### config.mk
export PLATFORM = sky130hd
export DESIGN_NAME = mem_read_streamer
export DESIGN_NICKNAME = d
export VERILOG_FILES = /design/src/rtl/mem_read_streamer_pkg.sv /design/src/rtl/mem_read_streamer_stream_fifo.sv /design/src/rtl/mem_read_streamer.sv
export SDC_FILE = /design/constraint.sdc
export NUM_CORES = 1
export LEC_CHECK = 0
export CORE_ASPECT_RATIO = 1.5
export CORE_MARGIN = 4
export CORE_UTILIZATION = 49
export DETAILED_ROUTE_END_ITERATION = 16
export HOLD_SLACK_MARGIN = 0.08
export MAX_ROUTING_LAYER = met4
export PLACE_DENSITY = 0.8
export SLEW_MARGIN = 40
export SYNTH_ARGS = -nofsm -noshare
export SYNTH_HDL_FRONTEND = slang
export SYNTH_SLANG_ARGS = --single-unit
### constraint.sdc
create_clock -name clka -period 2.7 [get_ports clka]
set_input_delay 0.27 -clock clka [delete_from_list [all_inputs] [get_ports clka]]
set_output_delay 0.27 -clock clka [all_outputs]
set_load 0.02 [all_outputs]
### src/rtl/mem_read_streamer_pkg.sv
// Shared defaults and FSM encoding for the memory read streamer.
package mem_read_streamer_pkg;
   localparam int WORD_SIZE_DEF  = 16;
   localparam int ADDR_WIDTH_DEF = 8;
   localparam int DEPTH_DEF      = 256;
   localparam int RD_LAT_DEF     = 1;

   typedef enum logic [1:0] {
      ST_IDLE  = 2'd0,
      ST_READ  = 2'd1,
      ST_DRAIN = 2'd2,
      ST_DONE  = 2'd3
   } state_e;
endpackage

### src/rtl/mem_read_streamer_stream_fifo.sv
// Small circular FIFO used as the output buffer; head is visible combinationally.
module stream_fifo #(
   parameter int WIDTH = 16,
   parameter int DEPTH = 2,
   localparam int PTR_W = (DEPTH > 1) ? $clog2(DEPTH) : 1,
   localparam int CNT_W = $clog2(DEPTH + 1)
) (
   input  logic             clka,
   input  logic             rst,
   input  logic             push_i,
   input  logic             pop_i,
   input  logic [WIDTH-1:0] wdata_i,
   output logic [WIDTH-1:0] head_o,
   output logic [CNT_W-1:0] count_o,
   output logic             empty_o
);
   logic [WIDTH-1:0] mem_q [DEPTH];
   logic [PTR_W-1:0] wr_ptr_q, rd_ptr_q;
   logic [CNT_W-1:0] count_q;

   function automatic logic [PTR_W-1:0] ptr_inc(input logic [PTR_W-1:0] p);
      return (p == PTR_W'(DEPTH - 1)) ? '0 : p + 1'b1;
   endfunction

   always_ff @(posedge clka or negedge rst) begin
      if (!rst) begin
         wr_ptr_q <= '0;
         rd_ptr_q <= '0;
         count_q  <= '0;
         for (int i = 0; i < DEPTH; i++) mem_q[i] <= '0;
      end else begin
         if (push_i) begin
            mem_q[wr_ptr_q] <= wdata_i;
            wr_ptr_q        <= ptr_inc(wr_ptr_q);
         end
         if (pop_i) rd_ptr_q <= ptr_inc(rd_ptr_q);
         case ({push_i, pop_i})
            2'b10:   count_q <= count_q + 1'b1;
            2'b01:   count_q <= count_q - 1'b1;
            default: count_q <= count_q;
         endcase
      end
   end

   assign head_o  = mem_q[rd_ptr_q];
   assign count_o = count_q;
   assign empty_o = (count_q == '0);
endmodule

### src/rtl/mem_read_streamer.sv
// Streams DEPTH words out of a fixed-latency RAM onto a valid/ready port,
// issuing reads only when buffer space is guaranteed, and sums accepted words.
module mem_read_streamer
   import mem_read_streamer_pkg::*;
#(
   parameter int WORD_SIZE  = WORD_SIZE_DEF,
   parameter int ADDR_WIDTH = ADDR_WIDTH_DEF,
   parameter int DEPTH      = DEPTH_DEF,
   parameter int RD_LAT     = RD_LAT_DEF
) (
   input  logic                            clka,
   input  logic                            rst,
   input  logic                            start,
   output logic [ADDR_WIDTH-1:0]           addra,
   output logic                            ena,
   input  logic [WORD_SIZE-1:0]            douta,
   output logic [WORD_SIZE-1:0]            m_data,
   output logic                            m_valid,
   input  logic                            m_ready,
   output logic                            m_last,
   output logic [WORD_SIZE+ADDR_WIDTH-1:0] sum,
   output logic                            busy,
   output logic                            done
);
   localparam int FIFO_DEPTH = RD_LAT + 1;
   localparam int CNT_W      = $clog2(FIFO_DEPTH + 1);
   localparam int IDX_W      = ADDR_WIDTH + 1;

   state_e                          state_q, state_d;
   logic [IDX_W-1:0]                issue_cnt_q, issue_cnt_d;
   logic [IDX_W-1:0]                out_cnt_q, out_cnt_d;
   logic [RD_LAT-1:0]               dl_q, dl_d;
   logic [RD_LAT:0]                 dl_shift;
   logic [WORD_SIZE+ADDR_WIDTH-1:0] sum_q, sum_d;
   logic [CNT_W-1:0]                fifo_count, inflight;
   logic [WORD_SIZE-1:0]            fifo_head;
   logic fifo_empty, fifo_push, fifo_pop, cap, accept, credit_ok;
   logic start_run, last_issue, last_accept;

   stream_fifo #(.WIDTH(WORD_SIZE), .DEPTH(FIFO_DEPTH)) u_fifo (
      .clka    (clka),
      .rst     (rst),
      .push_i  (fifo_push),
      .pop_i   (fifo_pop),
      .wdata_i (douta),
      .head_o  (fifo_head),
      .count_o (fifo_count),
      .empty_o (fifo_empty)
   );

   always_comb begin
      inflight = '0;
      for (int i = 0; i < RD_LAT; i++) inflight = inflight + CNT_W'(dl_q[i]);
   end

   // Read-capture word cuts through when the buffer is empty, so the
   // buffer only holds words the consumer has not yet taken.
   assign cap         = dl_q[RD_LAT-1];
   assign credit_ok   = (int'(fifo_count) + int'(inflight)) < FIFO_DEPTH;
   assign m_valid     = !fifo_empty || cap;
   assign m_data      = !fifo_empty ? fifo_head : (cap ? douta : '0);
   assign accept      = m_valid && m_ready;
   assign fifo_push   = cap && !(fifo_empty && m_ready);
   assign fifo_pop    = !fifo_empty && m_ready;
   assign m_last      = m_valid && (out_cnt_q == IDX_W'(DEPTH - 1));
   assign last_accept = accept && m_last;
   assign start_run   = (state_q == ST_IDLE) && start;
   assign last_issue  = ena && (issue_cnt_q == IDX_W'(DEPTH - 1));
   assign addra       = issue_cnt_q[ADDR_WIDTH-1:0];
   assign sum         = sum_q;
   assign dl_shift    = {dl_q, ena};
   assign dl_d        = dl_shift[RD_LAT-1:0];

   always_ff @(posedge clka or negedge rst) begin
      if (!rst) begin
         state_q     <= ST_IDLE;
         issue_cnt_q <= '0;
         out_cnt_q   <= '0;
         dl_q        <= '0;
         sum_q       <= '0;
      end else begin
         state_q     <= state_d;
         issue_cnt_q <= issue_cnt_d;
         out_cnt_q   <= out_cnt_d;
         dl_q        <= dl_d;
         sum_q       <= sum_d;
      end
   end

   always_comb begin
      state_d = state_q;
      case (state_q)
         ST_IDLE:  if (start)       state_d = ST_READ;
         ST_READ:  if (last_issue)  state_d = ST_DRAIN;
         ST_DRAIN: if (last_accept) state_d = ST_DONE;
         ST_DONE:                   state_d = ST_IDLE;
         default:                   state_d = ST_IDLE;
      endcase
   end

   always_comb begin
      ena  = (state_q == ST_READ) && credit_ok;
      busy = (state_q == ST_READ) || (state_q == ST_DRAIN);
      done = (state_q == ST_DONE);
   end

   always_comb begin
      issue_cnt_d = issue_cnt_q;
      out_cnt_d   = out_cnt_q;
      sum_d       = sum_q;
      if (start_run) begin
         issue_cnt_d = '0;
         out_cnt_d   = '0;
         sum_d       = '0;
      end else begin
         if (ena) issue_cnt_d = issue_cnt_q + 1'b1;
         if (accept) begin
            out_cnt_d = out_cnt_q + 1'b1;
            sum_d     = sum_q + {{ADDR_WIDTH{1'b0}}, m_data};
         end
      end
   end
endmodule

==> metrics.log <==
INFO  metric path_cells = nor2_4 -> buf_4 -> clkbuf_16 -> o21ai_1 -> ha_1 -> o21a_1 -> nand2_2 -> o31ai_4 -> a21oi_4 -> a2111o_1 -> o21ai_1
INFO  metric hpwl = between 8 and 9 mm
INFO  metric critical_path.max_fanout = 10
INFO  metric post-route-period-util = between 90 and 100%
INFO  metric relSlewSlack = 58.3%
INFO  metric sequential_power_share = 22.0%
INFO  metric placement.cell_area = about 5800 µm²
INFO  metric finalSetupViolCount = 0
INFO  metric clkSinkCount = just over 80
INFO  metric worstSetupPathType = register to register
INFO  metric num-nets-final = 620
INFO  metric drt_pass1_iterations = 6
INFO  metric final_cell_area = between 6000 and 7000 µm²
INFO  metric route.met2.wl = 6.53 mm
INFO  metric first_iter_violations = about 180
INFO  metric cell_internal_pwr = approximately 5.3 mW
INFO  metric edff_count_synth = 0
INFO  metric worstMarginPinSlew = 0.624 ns
INFO  metric power_frac_comb = 65.8%
INFO  metric critPathCaptureType = register
INFO  metric synth.lib_cells_used.distinct = 54
INFO  metric dpl_worst_slack = -0.0612 ns
INFO  metric portBuffers = 72
INFO  metric critical-path-slowest-cell = sky130_fd_sc_hd__dfrtp_2
INFO  metric drt-vias-per-instance = between 5 and 6
INFO  metric die_area = approximately 11,000 µm²
INFO  metric cts_buffers = 9
INFO  metric synth-compound-area-share = between 10% and 20%
INFO  metric utilization = 66.9%
INFO  metric io-pin-count = 73
INFO  metric coreArea = between 9000 and 10,000 µm²
INFO  metric first_global_vias = ~4,100
INFO  metric setup_total_negative_slack = 0 ns
INFO  metric power_density = about 1500 nW/µm²
INFO  metric via_count = just under 4,000
INFO  metric clk_pin_slew_worst_paths = about 0.060 ns
INFO  metric antenna_found_initial = 0
INFO  metric synthArstFlopShare = 100%
INFO  metric clkLatencyLatePin = 0.34 ns
INFO  metric synth_area = ~4700 µm²
INFO  metric slew_violations = 0
INFO  metric cts.root.buffer_cell = sky130_fd_sc_hd__clkbuf_16
INFO  metric proportion_of_synthesized_area_in_mux_cells = a little under an eighth
INFO  metric gr-usage-all-layers = approximately 22%
INFO  metric timing.clock.skew = 0.00522 ns
INFO  metric critPathLaunchType = register
INFO  metric die_width = ~88 µm
INFO  metric slowest_delay = 0.42 ns
INFO  metric power.static_leakage = 2.75 nW
INFO  metric post_drt_wl_per_cell = roughly 18 µm
INFO  metric routed-wl-met3 = 341 µm
INFO  metric grt_pass1_wl = 19.6 mm
INFO  metric grt_setup_unrepaired = yes
INFO  metric number_of_synthesized_register_bits = between 80 and 90
INFO  metric holdCritPathClass = input pin to asynchronous set/reset pin
INFO  metric place.gp.congestion = 0.992
INFO  metric synth-seq-area-share = between 40% and 50%
INFO  metric synth_adder_area_share = between 7 and 8%
INFO  metric synth_xor_area_share = around 4.8%
INFO  metric result_of_the_run = completed
INFO  metric ys_dominant_reg_cell = sky130_fd_sc_hd__dfrtp_1
INFO  metric remaining_drc_errors = 0
INFO  metric area_growth = 32.1%
INFO  metric sw_frac_of_total = roughly 44%
INFO  metric ant_nets = 0
INFO  metric post-layout-total-power = 9.45 mW
INFO  metric largest_family_of_logic_cells_by_synthesized_area = compound AO/OA/AOI/OAI gates
INFO  metric hold_viol_final = 0
INFO  metric reg2reg_slack = 0.01 ns
INFO  metric layout-drive-gt1-share = 23.0%
INFO  metric avgSynthCellArea = around 10 µm²
INFO  metric yosysWarningCount = 0
INFO  metric total_switching_power = about 4.2 mW
INFO  metric clock_share_of_power = between 10 and 15%
INFO  metric post_synth_net_total = 522
INFO  metric clock_tree_from_tritoncts = done
INFO  metric cp_common_cell = sky130_fd_sc_hd__o21ai_1
INFO  metric minimum_clock_period = 2.69 ns
INFO  metric globalRouteOverflowTotal = 0
INFO  metric critical_path_arrival = about 3.0 ns
INFO  metric ir_drop = 0.949 mV
INFO  metric required = 2.97 ns
INFO  metric post_synth_and_or_nand_nor_area_fraction = around 15%
INFO  metric cts_htree_levels = 3
INFO  metric row_count = 43
INFO  metric start_util = between 50% and 60%
INFO  metric wirelength = about 12 mm
INFO  metric chipHeight = roughly 130 µm
INFO  metric final_critical_path_setup_slack = 0.0131 ns
INFO  metric highest_routing_layer_actually_used = met4
INFO  metric maxClockFrequency = between 0.3 and 0.4 GHz
INFO  metric netlist_instances = around 480
INFO  metric maxCapViolations = 0
INFO  metric insertedDiodeCount = 0
INFO  metric m1WireLength = 4.94 mm
INFO  metric cts_buffer_depth = 2
INFO  metric grt_start_max_net_pins = 44
-- registers in the layout, summed over array words and instances, names as in the netlist --
signal           count
u_fifo.mem_q        32
sum                 24
issue_cnt_q          9
out_cnt_q            9
state_q              2
u_fifo.count_o       2
cap                  1
u_fifo.rd_ptr_q      1
u_fifo.wr_ptr_q      1
-- area by class of cell --
class	count	area [µm²]
clock buffers	9	225
clock inverters	7	55.1
fillers	728	3090
inverters	11	41.3
multi-input cells	354	2660
flip-flops and latches	81	2030
well taps	112	140
repair buffers	116	1120
-- placed cells by master, fill, tap and decap left out, types with 3 or more instances in the layout --
cell type / netlist / routed
sky130_fd_sc_hd__a211oi_1: 5 / 5
sky130_fd_sc_hd__a21o_1: 4 / 4
sky130_fd_sc_hd__a21oi_1: 25 / 22
sky130_fd_sc_hd__a21oi_2: 4 / 6
sky130_fd_sc_hd__a31oi_1: 4 / 4
sky130_fd_sc_hd__a41o_1: 4 / 4
sky130_fd_sc_hd__and2_1: 6 / 6
sky130_fd_sc_hd__and3_1: 9 / 9
sky130_fd_sc_hd__buf_12: 0 / 4
sky130_fd_sc_hd__buf_4: 9 / 39
sky130_fd_sc_hd__clkbuf_16: 0 / 10
sky130_fd_sc_hd__clkdlybuf4s50_1: 0 / 71
sky130_fd_sc_hd__dfrtp_1: 81 / 79
sky130_fd_sc_hd__ha_1: 26 / 23
sky130_fd_sc_hd__inv_1: 11 / 11
sky130_fd_sc_hd__mux2_2: 32 / 32
sky130_fd_sc_hd__mux2i_1: 19 / 18
sky130_fd_sc_hd__nand2_1: 44 / 42
sky130_fd_sc_hd__nand2_2: 1 / 3
sky130_fd_sc_hd__nand3_1: 28 / 28
sky130_fd_sc_hd__nand4_1: 9 / 9
sky130_fd_sc_hd__nor2_1: 31 / 31
sky130_fd_sc_hd__nor3_1: 6 / 5
sky130_fd_sc_hd__o21a_1: 3 / 3
sky130_fd_sc_hd__o21ai_0: 25 / 11
sky130_fd_sc_hd__o21ai_1: 8 / 12
sky130_fd_sc_hd__o21ai_2: 1 / 10
sky130_fd_sc_hd__or3_1: 3 / 3
sky130_fd_sc_hd__xnor2_1: 10 / 10
sky130_fd_sc_hd__xor2_1: 16 / 16
-- cells in the mapped netlist, drive strengths merged, types with 3 or more instances --
cell / n / area, µm²
inv: 11 / 41.3
buf: 16 / 101
dfrtp: 81 / 2030
ha: 26 / 325
mux2: 33 / 372
a41o: 4 / 40.0
nor3: 6 / 30.0
and2: 6 / 37.5
clkbuf: 13 / 48.8
o21a: 3 / 22.5
nand2: 45 / 171
nand3: 28 / 140
nand4: 9 / 56.3
and3: 10 / 67.6
o21ai: 34 / 174
a21oi: 29 / 160
or3: 4 / 30.0
mux2i: 19 / 190
a31oi: 4 / 25.0
nor2: 33 / 129
xor2: 16 / 140
a211oi: 8 / 82.6
xnor2: 10 / 87.6
a21o: 5 / 38.8
-- routing by layer --
| layer | vias to the layer above | global-route usage (%) |
|---|---|---|
| li1 | 1893 | - |
| met1 | 1959 | 25.7 |
| met2 | 74 | 39.1 |
| met3 | 25 | 2.88 |
| met4 | 0 | 9.25 |
| met5 | - | - |
-- power groups by stage --
| stage | registers [mW] | clock network (mW) | logic [mW] |
|---|---|---|---|
| global placement | 2.05 | 0 | 5.54 |
| floorplan | 2.12 | 0 | 3.58 |
| CTS | 2.07 | 1.17 | 5.77 |
| finish | 2.08 | 1.15 | 6.22 |
| detailed placement | 2.09 | 0 | 5.71 |
| global route | 2.13 | 1.22 | 6.74 |
-- stage by stage --
stage                     std cells  hold slack [ns]
final                           690            0.457
after global placement          664            0.281
after CTS                       681            0.463
after global routing            690            0.523
after floorplan                 475          -0.0256
after detailed placement        664            0.288
-- cell families (layout without fill, tap and decap cells) --
group                      after synthesis  in the layout
and+or+nand+nor                        146            146
AOI/OAI and AO/OA                      103            103
DFF                                     81             81
muxes                                   52             52
buffers and inverters                   40            143
adders and majority gates               27             27
xor gates and xnor gates                26             26
-- worst max-delay path: cells and delay by family, from the launching register on --
family                     cells  cell delay, ns
adders and majority gates      1            0.35
DFF                            1            0.42
and+or+nand+nor                2            0.27
AOI/OAI and AO/OA              6            1.27
buffers and inverters          2            0.31
-- repair_timing --
item / in CTS / in global routing
endpoints found under the setup margin: 10 / 13
hold endpoints to repair: 38 / 0
hold buffers: 1 / 0
cloned: 0 / 1
buffers inserted: 0 / 8
pin swaps: 0 / 10
gates resized for setup: 2 / 20
-- worst paths after layout --
kind | startpoint | to | cells past startpoint
setup / recovery | u_fifo.count_o[0]$_DFFE_PN0P_ | sum[18]$_DFFE_PN0P_ | 11
hold / removal | rst | issue_cnt_q[0]$_DFFE_PN0P_ | 2
setup reg to reg | u_fifo.count_o[0]$_DFFE_PN0P_ | sum[18]$_DFFE_PN0P_ | 11
hold reg to reg | u_fifo.mem_q[1]$_DFFE_PN0P_ | u_fifo.mem_q[1]$_DFFE_PN0P_ | 1
max in group asynchronous | rst | sum[1]$_DFFE_PN0P_ | 3
min in group clka | u_fifo.mem_q[1]$_DFFE_PN0P_ | u_fifo.mem_q[1]$_DFFE_PN0P_ | 1
(Power assumes the default switching activity.)
